$ cat config.mk
export PLATFORM = sky130hd
export DESIGN_NAME = qspi_xip_line_reader
export DESIGN_NICKNAME = d
export VERILOG_FILES = /design/src/rtl/qspi_xip_line_reader.sv
export SDC_FILE = /design/constraint.sdc
export NUM_CORES = 1
export LEC_CHECK = 0
export CAP_MARGIN = 5
export CORE_MARGIN = 4
export CORE_UTILIZATION = 55
export DETAILED_ROUTE_END_ITERATION = 12
export GPL_ROUTABILITY_DRIVEN = 0
export HOLD_SLACK_MARGIN = 0.15
export MAX_ROUTING_LAYER = met4
export PLACE_DENSITY = 0.8
export SKIP_CTS_REPAIR_TIMING = 1
export SYNTH_ARGS = -nofsm -noshare
export SYNTH_HDL_FRONTEND = slang
export SYNTH_SLANG_ARGS = --single-unit
$ cat constraint.sdc
create_clock -name HCLK -period 4.35 [get_ports HCLK]
set_input_delay 0.87 -clock HCLK [delete_from_list [all_inputs] [get_ports HCLK]]
set_output_delay 0.87 -clock HCLK [all_outputs]
set_load 0.05 [all_outputs]
$ cat src/rtl/qspi_xip_line_reader.sv
// Line-fill engine for the XIP cache: one Fast Read Quad I/O (0xEB) transaction
// per request, returning an aligned LINE_SIZE-byte line.
module qspi_xip_line_reader #(
    parameter int          LINE_SIZE = 16,
    parameter int          DUMMY     = 4,
    parameter logic [7:0]  MODE_BYTE = 8'h00
) (
    input  logic                     HCLK,
    input  logic                     HRESETn,
    input  logic                     rd,
    input  logic [23:0]              addr,
    output logic                     busy,
    output logic                     done,
    output logic [8*LINE_SIZE-1:0]   line_data,
    output logic                     sck,
    output logic                     ce_n,
    output logic [3:0]               dout,
    output logic                     douten,
    input  logic [3:0]               din
);
    localparam int OFS = $clog2(LINE_SIZE);
    localparam int NIB = 2 * LINE_SIZE;
    localparam int NW  = $clog2(NIB);
    localparam logic [7:0] CMD_QIOR = 8'hEB;

    typedef enum logic [2:0] {
        S_IDLE, S_CMD, S_ADDR, S_MODE, S_DUMMY, S_DATA, S_DONE
    } state_t;

    state_t                 state, state_nxt;
    logic [5:0]             cnt;
    logic                   ph;
    logic [5:0]             len;
    logic                   last;
    logic [23:0]            a_q;
    logic [NIB-1:0][3:0]    fill_q, fill_nxt;
    logic                   unused_lsb;

    assign unused_lsb = ^addr[OFS-1:0];

    always_comb begin
        state_nxt = state;
        fill_nxt  = fill_q;
        len       = 6'd0;
        busy      = 1'b1;
        done      = 1'b0;
        ce_n      = 1'b0;
        sck       = ph;
        dout      = 4'h0;
        douten    = 1'b0;
        case (state)
            S_IDLE: begin
                busy = 1'b0;
                ce_n = 1'b1;
                sck  = 1'b0;
                if (rd) state_nxt = S_CMD;
            end
            S_CMD: begin
                // SIO2/3 double as WP#/HOLD# during single-bit command phase
                len    = 6'd8;
                douten = 1'b1;
                dout   = {3'b111, CMD_QIOR[3'd7 - cnt[2:0]]};
            end
            S_ADDR: begin
                len    = 6'd6;
                douten = 1'b1;
                dout   = a_q[23:20];
            end
            S_MODE: begin
                len    = 6'd2;
                douten = 1'b1;
                dout   = cnt[0] ? MODE_BYTE[3:0] : MODE_BYTE[7:4];
            end
            S_DUMMY: len = 6'(DUMMY);
            S_DATA: begin
                len = 6'(NIB);
                // high nibble arrives first, so even counts land in the upper nibble
                if (ph) fill_nxt[cnt[NW-1:0] ^ NW'(1)] = din;
            end
            S_DONE: begin
                ce_n      = 1'b1;
                sck       = 1'b0;
                done      = 1'b1;
                state_nxt = S_IDLE;
            end
            default: state_nxt = S_IDLE;
        endcase

        last = ph && (cnt == len - 6'd1);
        if (last) begin
            case (state)
                S_CMD:   state_nxt = S_ADDR;
                S_ADDR:  state_nxt = S_MODE;
                S_MODE:  state_nxt = S_DUMMY;
                S_DUMMY: state_nxt = S_DATA;
                S_DATA:  state_nxt = S_DONE;
                default: ;
            endcase
        end
    end

    always_ff @(posedge HCLK or negedge HRESETn) begin
        if (!HRESETn) begin
            state     <= S_IDLE;
            cnt       <= '0;
            ph        <= 1'b0;
            a_q       <= '0;
            fill_q    <= '0;
            line_data <= '0;
        end else begin
            state  <= state_nxt;
            fill_q <= fill_nxt;
            if (state_nxt != state) begin
                cnt <= '0;
                ph  <= 1'b0;
            end else if (state != S_IDLE && state != S_DONE) begin
                ph <= ~ph;
                if (ph) cnt <= cnt + 6'd1;
            end
            if (state == S_IDLE && rd)
                a_q <= {addr[23:OFS], {OFS{1'b0}}};
            else if (state == S_ADDR && ph)
                a_q <= a_q << 4;
            // publish including the final nibble so line_data is valid with done
            if (state == S_DATA && last)
                line_data <= fill_nxt;
        end
    end
endmodule

==> reports/summary.txt, run 1 <==
worst reg2reg startpoint: state[1]$_DFF_PN0_
critical path's slowest cell: clkdlybuf4s50_1
area leader, netlist: dfrtp_1
post-route ant nets: 0
vias after detailed routing: 6697
GRT Util Overall: 21.0%
ys async rst share: 100%
Routed WL: 24.6 mm
Synth cell types: 46
crit-path max FO: 18
CTS Buf Count: 29
CP startpoint kind: register
actual slew at the worst max-slew pin: 0.954 ns
boundary pin count: 168
DRT Pass-1 Iters: 4
share of the synthesized area in the top cell type: 59.3%
Layout Nets: 975
initial antenna violation count: 0
r2r setup slk: 0.71 ns
Main synth FF type: dfrtp_1
Synthesized Nets: 817
Post-Syn Area per Cell: 15.5 um^2
Power Density: 543 nW/um^2
Initial Utilization: 56.7%
RSZ-0062 raised after global routing: no
1st-iter DRT viols: 202
Area contributors post-synth: dfrtp_1 59%, mux2_4 15%, mux2_2 13%, nand2_1 1.8%, buf_12 1.8%
CP Data Required Time: 3.48 ns
worst setup path start: state[1]$_DFF_PN0_
final period utilization: 83.9%
YS warnings: 0
most frequent cells in the layout: 286 x dfrtp_1, 162 x clkdlybuf4s50_1, 136 x mux2_2
clk root buf: clkbuf_16
Setup Crit Path Kind: register to primary output
Bufs and invs on worst path: 1
Fin Setup TNS: 0 ns
crit path capture type: primary output
CP cell instances: nand2b_1 > nor2_1 > a22o_1 > clkdlybuf4s50_1
Seq. cell area: 7160 um^2
Worst Reg-to-Reg Cells: 11
Port Buffers: 163
Max-Cap Viols: 0
grt ovf: 0
endpoints failing setup: 0
core area: 21300 um^2
HPWL Detailed: 15.0 mm
CTS tree: yes
area of the multi-input gates: 4490 um^2
Fin Clk Skew: 0.0101 ns
Fin Hold WS: 0.354 ns
Gate Count Post-Synth: 780
Finished Core Util: 69.5%
n_diodes: 0
chip width: 156 um
detailed-route DRC error count: 0
routed length per placed instance: 19.9 um
clock-pin slew on the worst setup and hold paths: 0.06 ns
post-DR vias/cell: 5.43
clk sink count: 286
CP top delay family: buffers and inverters
Rows: 53
Tmin final: 3.65 ns
first-pass GRT wire length: 40.1 mm
Critical Path AT: 2.78 ns
area delta synth->final: 22.5%
worst-case clock buffer depth: 3
largest net degree at the start of global routing: 95
Skew-Pair Late Insertion Delay: 0.52 ns
worst stage delay on the critical path: 0.81 ns
Mapped Area: 12100 um^2
H-tree lvl count: 1
Slew Limit Fails: 0
# fillers: 1409
Die H: 156 um
commonest non-fill, non-tap cell in the layout: dfrtp_1
Seq cells post-synth: 286
Tightest Hold Check Type: input port to asynchronous set/reset pin
outcome: finished, final reports clean
share of layout cells above drive strength 1: 33.1%
vias in the first global route: 7279
VDD IR max: 0.372 mV
final hold violation count: 0
slew margin rel.: 36.4%
Fmax: 0.274 GHz
post-synthesis sequential area ratio: 59.3%
number of synthesized flops with an enable pin: 0
Leak: 6.56 nW
critical path depth: 4
total die area: 24400 um^2
==> synth_stat cells, types with 3 or more instances <==
cell and number:
a22o_1 5, and2_1 7, buf_12 11, buf_2 8, clkbuf_1 21, dfrtp_1 286, ha_1 6, inv_1 6
mux2_2 136, mux2_4 120, mux2i_1 21, nand2_1 59, nor2_1 14, nor3_1 10, nor3b_1 4, o21ai_0 21
or3_1 3, xnor2_1 4
==> report_power, final <==
group	total, mW	switching (mW)	internal, mW
combinational	2.12	1.27	0.847
sequential	3.31	0.291	3.02
clock	2.61	0.974	1.63
==> routing by layer <==
metal / up-vias / part of all wire, % / wire length [um] / track usage (%)
li1: 3036 / - / - / -
met1: 3435 / 47 / 11500 / 29.6
met2: 172 / 46 / 11300 / 32.0
met3: 54 / 4.7 / 1160 / 3.63
met4: 0 / 2.7 / 664 / 5.58
met5: - / 0 / 0 / -
==> worst register-to-register path, delay by kind of cell (launching register included) <==
kind | cells | cell delay (ns)
adders and majority gates | 2 | 0.41
and+or+nand+nor | 2 | 0.58
buffers and inverters | 2 | 0.62
AOI/OAI and AO/OA | 3 | 0.61
xor gates and xnor gates | 1 | 0.22
muxes | 1 | 0.42
DFF | 1 | 0.67
==> flip-flops by register name, summed over array words and instances (netlist names) <==
signal     cells
cnt            6
a_q           20
state          3
line_data    128
fill_q       128
ph             1
==> kinds of logic (layout without fill, tap and decap cells) <==
kind of cell | Yosys count | in the layout | synth area share [%]
flops | 286 | 286 | 59.3
xor+xnor | 7 | 7 | 0.570
simple gates | 112 | 112 | 4.40
mux | 277 | 277 | 29.4
buf+inv | 52 | 230 | 3.53
compound gates | 40 | 40 | 2.24
fa+ha+maj | 6 | 6 | 0.622
==> worst paths after layout <==
check,endpoint
worst max-delay path,dout[0]
worst min-delay path,line_data[43]$_DFFE_PN0P_
worst max register to register,line_data[52]$_DFFE_PN0P_
worst min register to register,a_q[13]$_DFFE_PN0P_
max in group asynchronous,line_data[101]$_DFFE_PN0P_
min in group HCLK,a_q[13]$_DFFE_PN0P_
==> cell type report <==
type                    instances  area share (%)
multi-input cells             442            30.4
well taps                     275            2.33
flip-flops and latches        286            48.4
repair buffers                173            11.9
inverters                       6           0.152
clock buffers                  43            5.74
clock inverters                 8            1.13
==> through the flow <==
| step | instance area, um^2 | worst slack [ns] | total power, mW | std cells |
|---|---|---|---|---|
| after global placement | 13800 | 0.809 | 5.42 | 1182 |
| after CTS | 14800 | 0.666 | 8.11 | 1233 |
| after floorplan | 12100 | 0.764 | 4.78 | 780 |
| after detailed placement | 13800 | 0.767 | 5.47 | 1182 |
| after global routing | 14800 | 0.476 | 8.39 | 1233 |
| final | 14800 | 0.700 | 8.03 | 1233 |
No activity file was read; power rests on OpenSTA's default activity.
==> inputs of run 2 (changes only) <==
==> constraint.sdc (replaced) <==
create_clock -name HCLK -period 3.5 [get_ports HCLK]
set_input_delay 0.7 -clock HCLK [delete_from_list [all_inputs] [get_ports HCLK]]
set_output_delay 0.7 -clock HCLK [all_outputs]
set_load 0.05 [all_outputs]
==> run 2 against run 1 <==
Combinational power grew 26%; largest power group unchanged; clock-buffer cell count shrank 5; setup slack lost 0.56 ns.
==> reports/summary.txt, run 2 (same netlist as run 1, synthesis figures left out) <==
worst stage delay on the critical path: 0.81 ns
GRT Util Overall: 21.1%
Critical Path AT: 2.66 ns
Most Frequent Cell on Critical Path: nand2_1
routed length per placed instance: 19.8 um
Skew-Pair Late Insertion Delay: 0.54 ns
Int Power: 6.60 mW
R2R Path End: line_data[127]$_DFFE_PN0P_
post-route ant nets: 0
Tightest Hold Check Type: input port to asynchronous set/reset pin
Initial Utilization: 56.7%
Worst Reg-to-Reg Cells: 11
Rows: 53
P_sw: 3.20 mW
core area: 21300 um^2
Power Density: 662 nW/um^2
n_diodes: 0
Fin Setup TNS: 0 ns
Port Buffers: 163
actual slew at the worst max-slew pin: 0.909 ns
crit-path max FO: 16
switch share: 32.7%
Finished Core Util: 69.5%
boundary pin count: 168
share of layout cells above drive strength 1: 33.9%
1st-iter DRT viols: 314
RSZ-0062 raised after global routing: no
total die area: 24400 um^2
Fin Clk Skew: 0.0117 ns
r2r setup slk: 0.27 ns
grt ovf: 0
CTS Buf Count: 29
clk sink count: 286
Max-Cap Viols: 0
clock-pin slew on the worst setup and hold paths: 0.06 ns
CP cell instances: nand2b_1 > buf_4 > nor2_1 > nand2_1 > nand2_1 > clkdlybuf4s50_1
DRT Pass-1 Iters: 6
Layout Nets: 984
CP Data Required Time: 2.80 ns
worst-case clock buffer depth: 3
most frequent cells in the layout: 286 x dfrtp_1, 159 x clkdlybuf4s50_1, 136 x mux2_2
Flop pwr share: 41.6%
HPWL Detailed: 15.5 mm
clock share of power: 31.0%
Die H: 156 um
initial antenna violation count: 0
worst setup path start: state[2]$_DFF_PN0_
crit path capture type: primary output
H-tree lvl count: 1
outcome: finished, final reports clean
Fmax: 0.297 GHz
chip width: 156 um
VDD IR max: 0.452 mV
vias after detailed routing: 6656
clk root buf: clkbuf_16
Setup crit end: dout[1]
first-pass GRT wire length: 40.3 mm
Routed WL: 24.6 mm
Comb pwr share: 27.4%
Leak: 6.60 nW
CP startpoint kind: register
largest registers: fill_q: 128 flops, line_data: 128 flops, a_q: 20 flops
Setup Crit Path Kind: register to primary output
post-DR vias/cell: 5.37
commonest non-fill, non-tap cell in the layout: dfrtp_1
Tmin final: 3.36 ns
final hold violation count: 0
CTS tree: yes
largest net degree at the start of global routing: 104
critical path's slowest cell: clkdlybuf4s50_1
detailed-route DRC error count: 0
area delta synth->final: 22.6%
Slew Limit Fails: 0
final period utilization: 96.1%
# fillers: 1462
worst reg2reg startpoint: state[2]$_DFF_PN0_
endpoints failing setup: 0
slew margin rel.: 39.4%
vias in the first global route: 7234
## run 2: cell count changes in the layout (fill, tap and decap cells not counted), sizes merged, moves of 2 or more
cell           change
clkbuf             -5
buf                +9
inv                +3
dlymetal6s2s       +3
clkdlybuf4s50      -3
bufinv             -3
clkinv             +2
## run 2: how the worst min path moves through the flow
stage                   startpoint                   endpoint  slack, ns
2_1_floorplan              HRESETn        a_q[10]$_DFFE_PN0P_       0.40
6_report                   HRESETn  line_data[43]$_DFFE_PN0P_       0.20
3_5_place_dp   a_q[20]$_DFFE_PN0P_        a_q[20]$_DFFE_PN0P_       0.47
3_3_place_gp   a_q[15]$_DFFE_PN0P_        a_q[15]$_DFFE_PN0P_       0.46
5_1_grt                    HRESETn  line_data[43]$_DFFE_PN0P_       0.26
4_1_cts                    HRESETn       fill_q[43]$_DFF_PN0_       0.23
## run 2: worst max-delay path: cells and delay by family (launching register included)
kind | cells | cell delay [ns]
AND/OR/NAND/NOR | 4 | 0.64
buffers and inverters | 2 | 0.97
flip-flops | 1 | 0.53
## run 2: metal layers
metal  vias to the layer above  global-route usage (%)  routed length, um
met3                        37                    3.02               1070
li1                       3054                       -                  -
met5                         -                       -                  0
met1                      3421                    30.1              11400
met4                         0                    3.97                384
met2                       144                    33.2              11700
## run 2: through the flow
step                hold slack [ns]  total power [mW]  area, um^2  setup WS (ns)  instances
global placement              0.461              6.76       13900          0.299       1191
CTS                           0.230              9.89       14800         0.0587       1240
detailed placement            0.471              6.83       13900          0.270       1191
global route                  0.258              10.3       14800         0.0263       1240
finish                        0.197              9.80       14800          0.137       1240
floorplan                     0.404              5.95       12100         0.0838        780
## run 2: layout make-up
class                           instances  area (um^2)  share of cell area (%)
Sequential cell                       286         7160                    48.4
Multi-Input combinational cell        442         4490                    30.3
Timing Repair Buffer                  182         1850                    12.5
Clock buffer                           38          810                    5.47
Tap cell                              275          344                    2.33
Clock inverter                         11          125                   0.846
Inverter                                6         22.5                   0.152
## run 2: power groups by stage
stage | clock network, mW | registers, mW | logic [mW]
after floorplan | 0 | 4.59 | 1.36
after global placement | 0 | 4.12 | 2.64
after detailed placement | 0 | 4.13 | 2.69
after CTS | 3.10 | 4.08 | 2.71
after global routing | 3.25 | 4.13 | 2.88
final | 3.04 | 4.08 | 2.68
==> inputs of run 3 (changes only) <==
--- a/config.mk
+++ b/config.mk
@@ -14,6 +14,7 @@
 export MAX_ROUTING_LAYER = met4
 export PLACE_DENSITY = 0.8
 export SKIP_CTS_REPAIR_TIMING = 1
+export SKIP_LAST_GASP = 1
 export SYNTH_ARGS = -nofsm -noshare
 export SYNTH_HDL_FRONTEND = slang
 export SYNTH_SLANG_ARGS = --single-unit
==> results of run 3 <==
Final layout, timing and power as in run 2 (identical DEF).
